## config.mk

```make
export PLATFORM = sky130hd
export DESIGN_NAME = imm_encoder
export DESIGN_NICKNAME = d
export VERILOG_FILES = /design/src/rtl/imm_pkg.sv /design/src/rtl/imm_pack.sv /design/src/rtl/imm_encoder.sv
export SDC_FILE = /design/constraint.sdc
export NUM_CORES = 1
export LEC_CHECK = 0
export ABC_AREA = 1
export CAP_MARGIN = 5
export CORE_ASPECT_RATIO = 1.4
export CORE_UTILIZATION = 54
export DETAILED_ROUTE_END_ITERATION = 10
export PLACE_DENSITY = 0.92
export SYNTH_ARGS = -nofsm -noshare
export SYNTH_HDL_FRONTEND = slang
export SYNTH_SLANG_ARGS = --single-unit
```

## constraint.sdc

```tcl
create_clock -name clk -period 4.4 [get_ports clk]
set_input_delay 1.32 -clock clk [delete_from_list [all_inputs] [get_ports clk]]
set_output_delay 1.32 -clock clk [all_outputs]
set_load 0.02 [all_outputs]
```

## src/rtl/imm_pkg.sv

```systemverilog
// Shared immediate-class encoding and legal ranges for the encoder and the core's extender.
package imm_pkg;

    typedef enum logic [1:0] {
        IMM_I = 2'b00,
        IMM_S = 2'b01,
        IMM_B = 2'b10,
        IMM_J = 2'b11
    } imm_class_e;

    localparam int IMM_W   = 32;
    localparam int FIELD_W = 25;
    localparam int CNT_W   = 16;

    localparam logic signed [IMM_W-1:0] I_MIN = -32'sd2048;
    localparam logic signed [IMM_W-1:0] I_MAX =  32'sd2047;
    localparam logic signed [IMM_W-1:0] S_MIN = -32'sd2048;
    localparam logic signed [IMM_W-1:0] S_MAX =  32'sd2047;
    localparam logic signed [IMM_W-1:0] B_MIN = -32'sd4096;
    localparam logic signed [IMM_W-1:0] B_MAX =  32'sd4094;
    localparam logic signed [IMM_W-1:0] J_MIN = -32'sd1048576;
    localparam logic signed [IMM_W-1:0] J_MAX =  32'sd1048574;

    function automatic logic in_range(
        input logic signed [IMM_W-1:0] v,
        input logic signed [IMM_W-1:0] lo,
        input logic signed [IMM_W-1:0] hi
    );
        return (v >= lo) && (v <= hi);
    endfunction

endpackage

```

## src/rtl/imm_pack.sv

```systemverilog
// Combinational class-to-field packer with range/alignment check; illegal requests yield a zero field.
module imm_pack
    import imm_pkg::*;
(
    input  imm_class_e               i_src,
    input  logic signed [IMM_W-1:0]  i_imm,
    output logic [FIELD_W-1:0]       o_value,
    output logic                     o_err
);

    logic [FIELD_W-1:0] w_field;
    logic               w_legal;

    always_comb begin
        w_field = '0;
        w_legal = 1'b0;
        unique case (i_src)
            IMM_I: begin
                w_field[24:13] = i_imm[11:0];
                w_legal        = in_range(i_imm, I_MIN, I_MAX);
            end
            IMM_S: begin
                w_field[24:18] = i_imm[11:5];
                w_field[4:0]   = i_imm[4:0];
                w_legal        = in_range(i_imm, S_MIN, S_MAX);
            end
            // Branch and jump offsets are halfword aligned, so bit 0 is never encoded.
            IMM_B: begin
                w_field[24]    = i_imm[12];
                w_field[23:18] = i_imm[10:5];
                w_field[4:1]   = i_imm[4:1];
                w_field[0]     = i_imm[11];
                w_legal        = in_range(i_imm, B_MIN, B_MAX) && !i_imm[0];
            end
            IMM_J: begin
                w_field[24]    = i_imm[20];
                w_field[23:14] = i_imm[10:1];
                w_field[13]    = i_imm[11];
                w_field[12:5]  = i_imm[19:12];
                w_legal        = in_range(i_imm, J_MIN, J_MAX) && !i_imm[0];
            end
        endcase
        o_err   = !w_legal;
        o_value = w_legal ? w_field : '0;
    end

endmodule

```

## src/rtl/imm_encoder.sv

```systemverilog
// Two-stage valid/ready immediate encoder producing inst[31:7] with error flag and saturating result counters.
module imm_encoder
    import imm_pkg::*;
(
    input  logic                 clk,
    input  logic                 reset,
    input  logic                 in_valid,
    output logic                 in_ready,
    input  logic [1:0]           immSrc,
    input  logic [IMM_W-1:0]     immExt,
    output logic                 out_valid,
    input  logic                 out_ready,
    output logic [FIELD_W-1:0]   immValue,
    output logic                 out_err,
    output logic [CNT_W-1:0]     enc_count,
    output logic [CNT_W-1:0]     err_count
);

    function automatic logic [CNT_W-1:0] sat_inc(input logic [CNT_W-1:0] c);
        return (c == {CNT_W{1'b1}}) ? c : c + 1'b1;
    endfunction

    logic                      r_vld_p1;
    imm_class_e                r_src_p1;
    logic signed [IMM_W-1:0]   r_imm_p1;

    logic                      r_vld_p2;
    logic [FIELD_W-1:0]        r_val_p2;
    logic                      r_err_p2;

    logic [CNT_W-1:0]          r_enc_cnt;
    logic [CNT_W-1:0]          r_err_cnt;

    logic [FIELD_W-1:0]        w_val;
    logic                      w_err;
    logic                      w_s2_load;
    logic                      w_out_hs;

    // No skid buffer: a full pipe accepts only when the output drains this cycle.
    assign w_s2_load = !r_vld_p2 || out_ready;
    assign in_ready  = !r_vld_p1 || w_s2_load;
    assign w_out_hs  = r_vld_p2 && out_ready;

    // ---- stage 1: capture request ----
    always_ff @(posedge clk) begin
        if (reset) begin
            r_vld_p1 <= 1'b0;
        end else if (in_ready) begin
            r_vld_p1 <= in_valid;
        end
    end

    always_ff @(posedge clk) begin
        if (in_ready && in_valid) begin
            r_src_p1 <= imm_class_e'(immSrc);
            r_imm_p1 <= $signed(immExt);
        end
    end

    imm_pack u_pack (
        .i_src   (r_src_p1),
        .i_imm   (r_imm_p1),
        .o_value (w_val),
        .o_err   (w_err)
    );

    // ---- stage 2: packed field and error flag ----
    always_ff @(posedge clk) begin
        if (reset) begin
            r_vld_p2 <= 1'b0;
            r_val_p2 <= '0;
            r_err_p2 <= 1'b0;
        end else if (w_s2_load) begin
            r_vld_p2 <= r_vld_p1;
            if (r_vld_p1) begin
                r_val_p2 <= w_val;
                r_err_p2 <= w_err;
            end
        end
    end

    // ---- result counters: output handshake only ----
    always_ff @(posedge clk) begin
        if (reset) begin
            r_enc_cnt <= '0;
            r_err_cnt <= '0;
        end else if (w_out_hs) begin
            if (r_err_p2) begin
                r_err_cnt <= sat_inc(r_err_cnt);
            end else begin
                r_enc_cnt <= sat_inc(r_enc_cnt);
            end
        end
    end

    assign out_valid = r_vld_p2;
    assign immValue  = r_val_p2;
    assign out_err   = r_err_p2;
    assign enc_count = r_enc_cnt;
    assign err_count = r_err_cnt;

endmodule
```

== After elaboration in Yosys (flattened, before gate mapping) ==
Cells that the tools add are included.

* Input bits: 38
* Word-level logic and storage cells: 48
* Bits in registers: 94

* Mux-type cells: 6
* Magnitude comparators: 6
* Bitwise gates (word level): 3
* Equal/unequal tests: 5
* Reductions and logical operators: 18
* Add/sub/neg operators: 2

{| class="wikitable"
|+ Operators by type and width
! operator !! count
|-
| 16-bit by 1-bit adder with 16-bit output, second input constant || 2
|-
| 16-bit equality test, second input constant || 2
|-
| 32-bit by 12-bit >= comparator with 1-bit output, second input constant || 1
|-
| 32-bit by 13-bit >= comparator with 1-bit output, second input constant || 1
|-
| 32-bit by 21-bit >= comparator with 1-bit output, second input constant || 1
|-
| 32-bit by 12-bit <= comparator with 1-bit output, second input constant || 1
|-
| 32-bit by 13-bit <= comparator with 1-bit output, second input constant || 1
|-
| 32-bit by 21-bit <= comparator with 1-bit output, second input constant || 1
|-
| 25-bit 2-to-1 mux || 1
|-
| 7-bit one-hot mux with 3 select lines || 1
|-
| 5-bit one-hot mux with 2 select lines || 2
|-
| 8-bit 2-to-1 mux || 1
|-
| 1-bit logical AND || 7
|-
| 3-bit AND reduction || 2
|-
| 2-bit equality test, second input constant || 2
|-
| 1-bit logical NOT || 4
|-
| 1-bit NOT || 3
|-
| 1-bit one-hot mux with 3 select lines || 1
|-
| 2-bit by 1-bit equality test with 1-bit output, second input constant || 1
|-
| 2-bit logical NOT || 1
|-
| 1-bit logical OR || 2
|-
| 2-bit AND reduction || 1
|-
| 2-bit OR reduction || 1
|}

== Depth between registers and ports, before layout ==
* Word-level depth: 5
* Gate-level depth with buffers: 14

== By module ==
Synthesis repeated with hierarchy kept, for this count alone.

* Cell total of the unflattened synthesis: 658
* Area, all modules: 4758.3 um^2

{| class="wikitable"
|+ By module, submodules not included
! module !! area an instance (um^2) !! cells each !! times used !! sequential area each (um^2)
|-
| imm_encoder || 3877.5 || 468 || 1 || 2222.1
|-
| imm_pack || 880.8 || 190 || 1 || 0.0
|}

== Worst setup path after synthesis ==
No wires, ideal clock.

* Kind: input port to output port
* Start point: input port out_ready
* End point: output port in_ready
* Stages: 2
* Data arrival time: 1573 ps
* Path buffers: 0
* Path slack: 1507 ps
* Data required time: 3080 ps
* Cell sequence: inv_1 -> nand3_1

* Word-level cells in the longest chain between the ends: 2

{| class="wikitable"
|+ Ends and longest elaborated chain
! element !! RTL line !! RTL
|-
| start: declaration || imm_encoder.sv:12 || <nowiki>input logic out_ready,</nowiki>
|-
| 1-bit logical OR || imm_encoder.sv:40 || <nowiki>assign w_s2_load = !r_vld_p2 || out_ready;</nowiki>
|-
| 1-bit logical OR || imm_encoder.sv:41 || <nowiki>assign in_ready = !r_vld_p1 || w_s2_load;</nowiki>
|-
| end: declaration || imm_encoder.sv:8 || <nowiki>output logic in_ready,</nowiki>
|}

Every way passes these cells.

== Worst setup path after layout ==
Same ends and word-level chain as after synthesis.

==> results.ini <==
[die]
dieArea_um2=8350
io_pins=98
die_w_um=77.5
dieHeight_um=108
coreArea_um2=7750
initial_utilization_pct=55.7
rows=38

[cts]
clk_latency_ns=0.36
path_clk_slew_ns=0.08
ctsRootBufferMaster=clkbuf_8
clock_path_buffers=2
cts_max_level=3
cts-resized-gates=0
cts_tree=yes
cts_setup_buffers=0
hold_buffers=0
cts_buffers=9
clkSinkCount=94

[worst_setup_path]
worstPathRequired_ns=3.08
path_max_fanout=3
worstSetupEndpointType=output pin
criticalPathCategory=input port to output pin
arrival_ns=2.66
r2r-start=enc_count[0]
startpoint_type=input port
r2r-end=enc_count[9]
critPathLaunch=out_ready
r2r.worst_path.cells=9
crit_end=in_ready
rrSetupSlack_ns=2.26

[layout]
most-common-layout-cells=nand2_1 (155), clkdlybuf4s50_1 (97), inv_1 (69)
post-route-util_pct=71.6
finalNonFillerCells=761
num_antenna_cells=0
final_common_cell=nand2_1
multiInputGateArea_um2=1760
area_delta_synth_final_pct=28.7
seqCellArea_um2=2220
drive_above_1_share_pct=4.39
nFillCells=581
nets=700

[timing]
period_share_pct=90.3
setup-violations-final=0
slew_viol_final=0
tns_ns=0
fmax_mhz=252
hold_viol_final=0
setup_ws_ns=0.425
final.setup_skew_ns=0.00997
rsz0062_at_grt=no
finalCriticalPeriod_ns=3.98
worst_slew_pin_slew_ns=0.597
max_slew_margin_pct=60.2

[global_route]
overflow=0
antenna_found_initial=0
globalRouteTotalUtil_pct=24.9
grt_pass1_wl_um=16200
grt_pass1_vias=3765
use_met2_pct=45.7
met3_usage_pct=4.92
grt_start_max_net_pins=41
grt_use_met1_pct=26.0
grt-busiest-layer=met2

[placed_design]
placed_cells_incl_taps=745
io_buffers=97
routabilityCongestion=0.944
dp_worst_setup_slack_ns=0.424
hpwl_um=7290

[logic_synthesis]
synth_top_family_by_area=simple AND/OR/NAND/NOR gates
ys_ff_latch=94
synth_compound_gate_area_share_pct=9.28
muxShareOfSynthArea_pct=0
synth_fp_nets=602
yosys.area_share.simple_pct=28.3
synthCells=558
yosys.cell_types.count=30
yosysWarnings=0
synthXorXnorAreaFrac_pct=1.42
synth.avg_cell_area_um2=7.73
yosysSeqAreaShare_pct=51.5
synth_fa_ha_area_share_pct=1.74
netlist_area_um2=4310

[pwr]
p_leak_uw=0.00211
powerDensity_nw_per_um2=289
ir_drop_v=0.000226

[routing]
routedWlPerCell_um=12.8
drc_errors=0
first_iter_violations=203
first_pass_iters=4
vias=4024
wirelength_um=9770
via_per_inst=5.29
postRouteAntennaNets=0

[hold_path]
hp-class=flip-flop to flip-flop

[status]
status=completed

[job]
drv_cap=0

-- routing by layer --
layer / up-vias / part of all wire (%)
li1: 1998 / -
met1: 1838 / 38
met2: 154 / 53
met3: 34 / 4.9
met4: 0 / 3.6
met5: - / 0
-- where the power goes --
| group | total [µW] | switching (µW) | internal (µW) |
|---|---|---|---|
| sequential | 942 | 17.7 | 924 |
| combinational | 124 | 68.6 | 55.0 |
| clock | 537 | 283 | 254 |
| total | 1600 | 369 | 1230 |
-- layout make-up --
cell class	count	area share, %
Clock buffer	13	3.07
Clock inverter	3	0.293
Inverter	71	4.80
Multi-Input combinational cell	380	31.6
Sequential cell	94	40.0
Tap cell	100	2.25
Timing Repair Buffer	100	17.9
-- synthesized netlist by cell type, drive strengths merged --
cell | n | area (µm²)
nor4 | 2 | 12.5
nor3 | 25 | 135
dfxtp | 60 | 1200
nand4 | 10 | 62.6
and3 | 1 | 6.26
buf | 4 | 35.0
xor2 | 5 | 43.8
nor2 | 70 | 270
a211oi | 1 | 7.51
or2 | 3 | 18.8
inv | 71 | 267
a21oi | 55 | 275
nand3 | 22 | 120
edfxtp | 34 | 1020
a31oi | 4 | 25.0
o21ai | 17 | 85.1
nand2 | 156 | 593
ha | 6 | 75.1
clkbuf | 9 | 33.8
o21a | 1 | 7.51
xnor2 | 2 | 17.5
-- cell families after synthesis --
kind of cell / after synthesis
AO/OA/AOI/OAI: 78
XOR/XNOR: 7
adder cells (fa/ha/maj): 6
buffers and inverters: 84
flip-flops: 94
AND/OR/NAND/NOR: 289
-- worst min path at each step --
stage / start / end / slack [ns] / depth (start not counted)
final: immValue[20] / immValue[20] / 0.47 / 2
after CTS: immValue[20] / immValue[20] / 0.47 / 2
after floorplan: err_count[4] / err_count[4] / 0.53 / 2
after global placement: err_count[4] / err_count[4] / 0.45 / 2
after detailed placement: immValue[20] / immValue[20] / 0.46 / 2
after global routing: immValue[22] / immValue[22] / 0.49 / 2
-- metrics by stage --
step | hold slack [ns] | cell area [µm²] | total power, µW
after floorplan | 0.532 | 4310 | 1030
after global placement | 0.452 | 5360 | 1080
after detailed placement | 0.456 | 5360 | 1080
after CTS | 0.469 | 5550 | 1610
after global routing | 0.492 | 5550 | 1670
final | 0.467 | 5550 | 1600
-- flip-flops by register name, summed over array words and instances, names as in the netlist --
name       count
enc_count     16
err_count     16
immValue      25
out_err        1
out_valid      1
r_imm_p1      32
r_src_p1       2
r_vld_p1       1
-- worst max-delay path, cell delays in order --
cell	delay, ns
clkdlybuf4s50_1	0.51
inv_1	0.07
nand3_1	0.13
clkdlybuf4s50_1	0.63
Note: power is estimated with default switching activity, not from simulation.
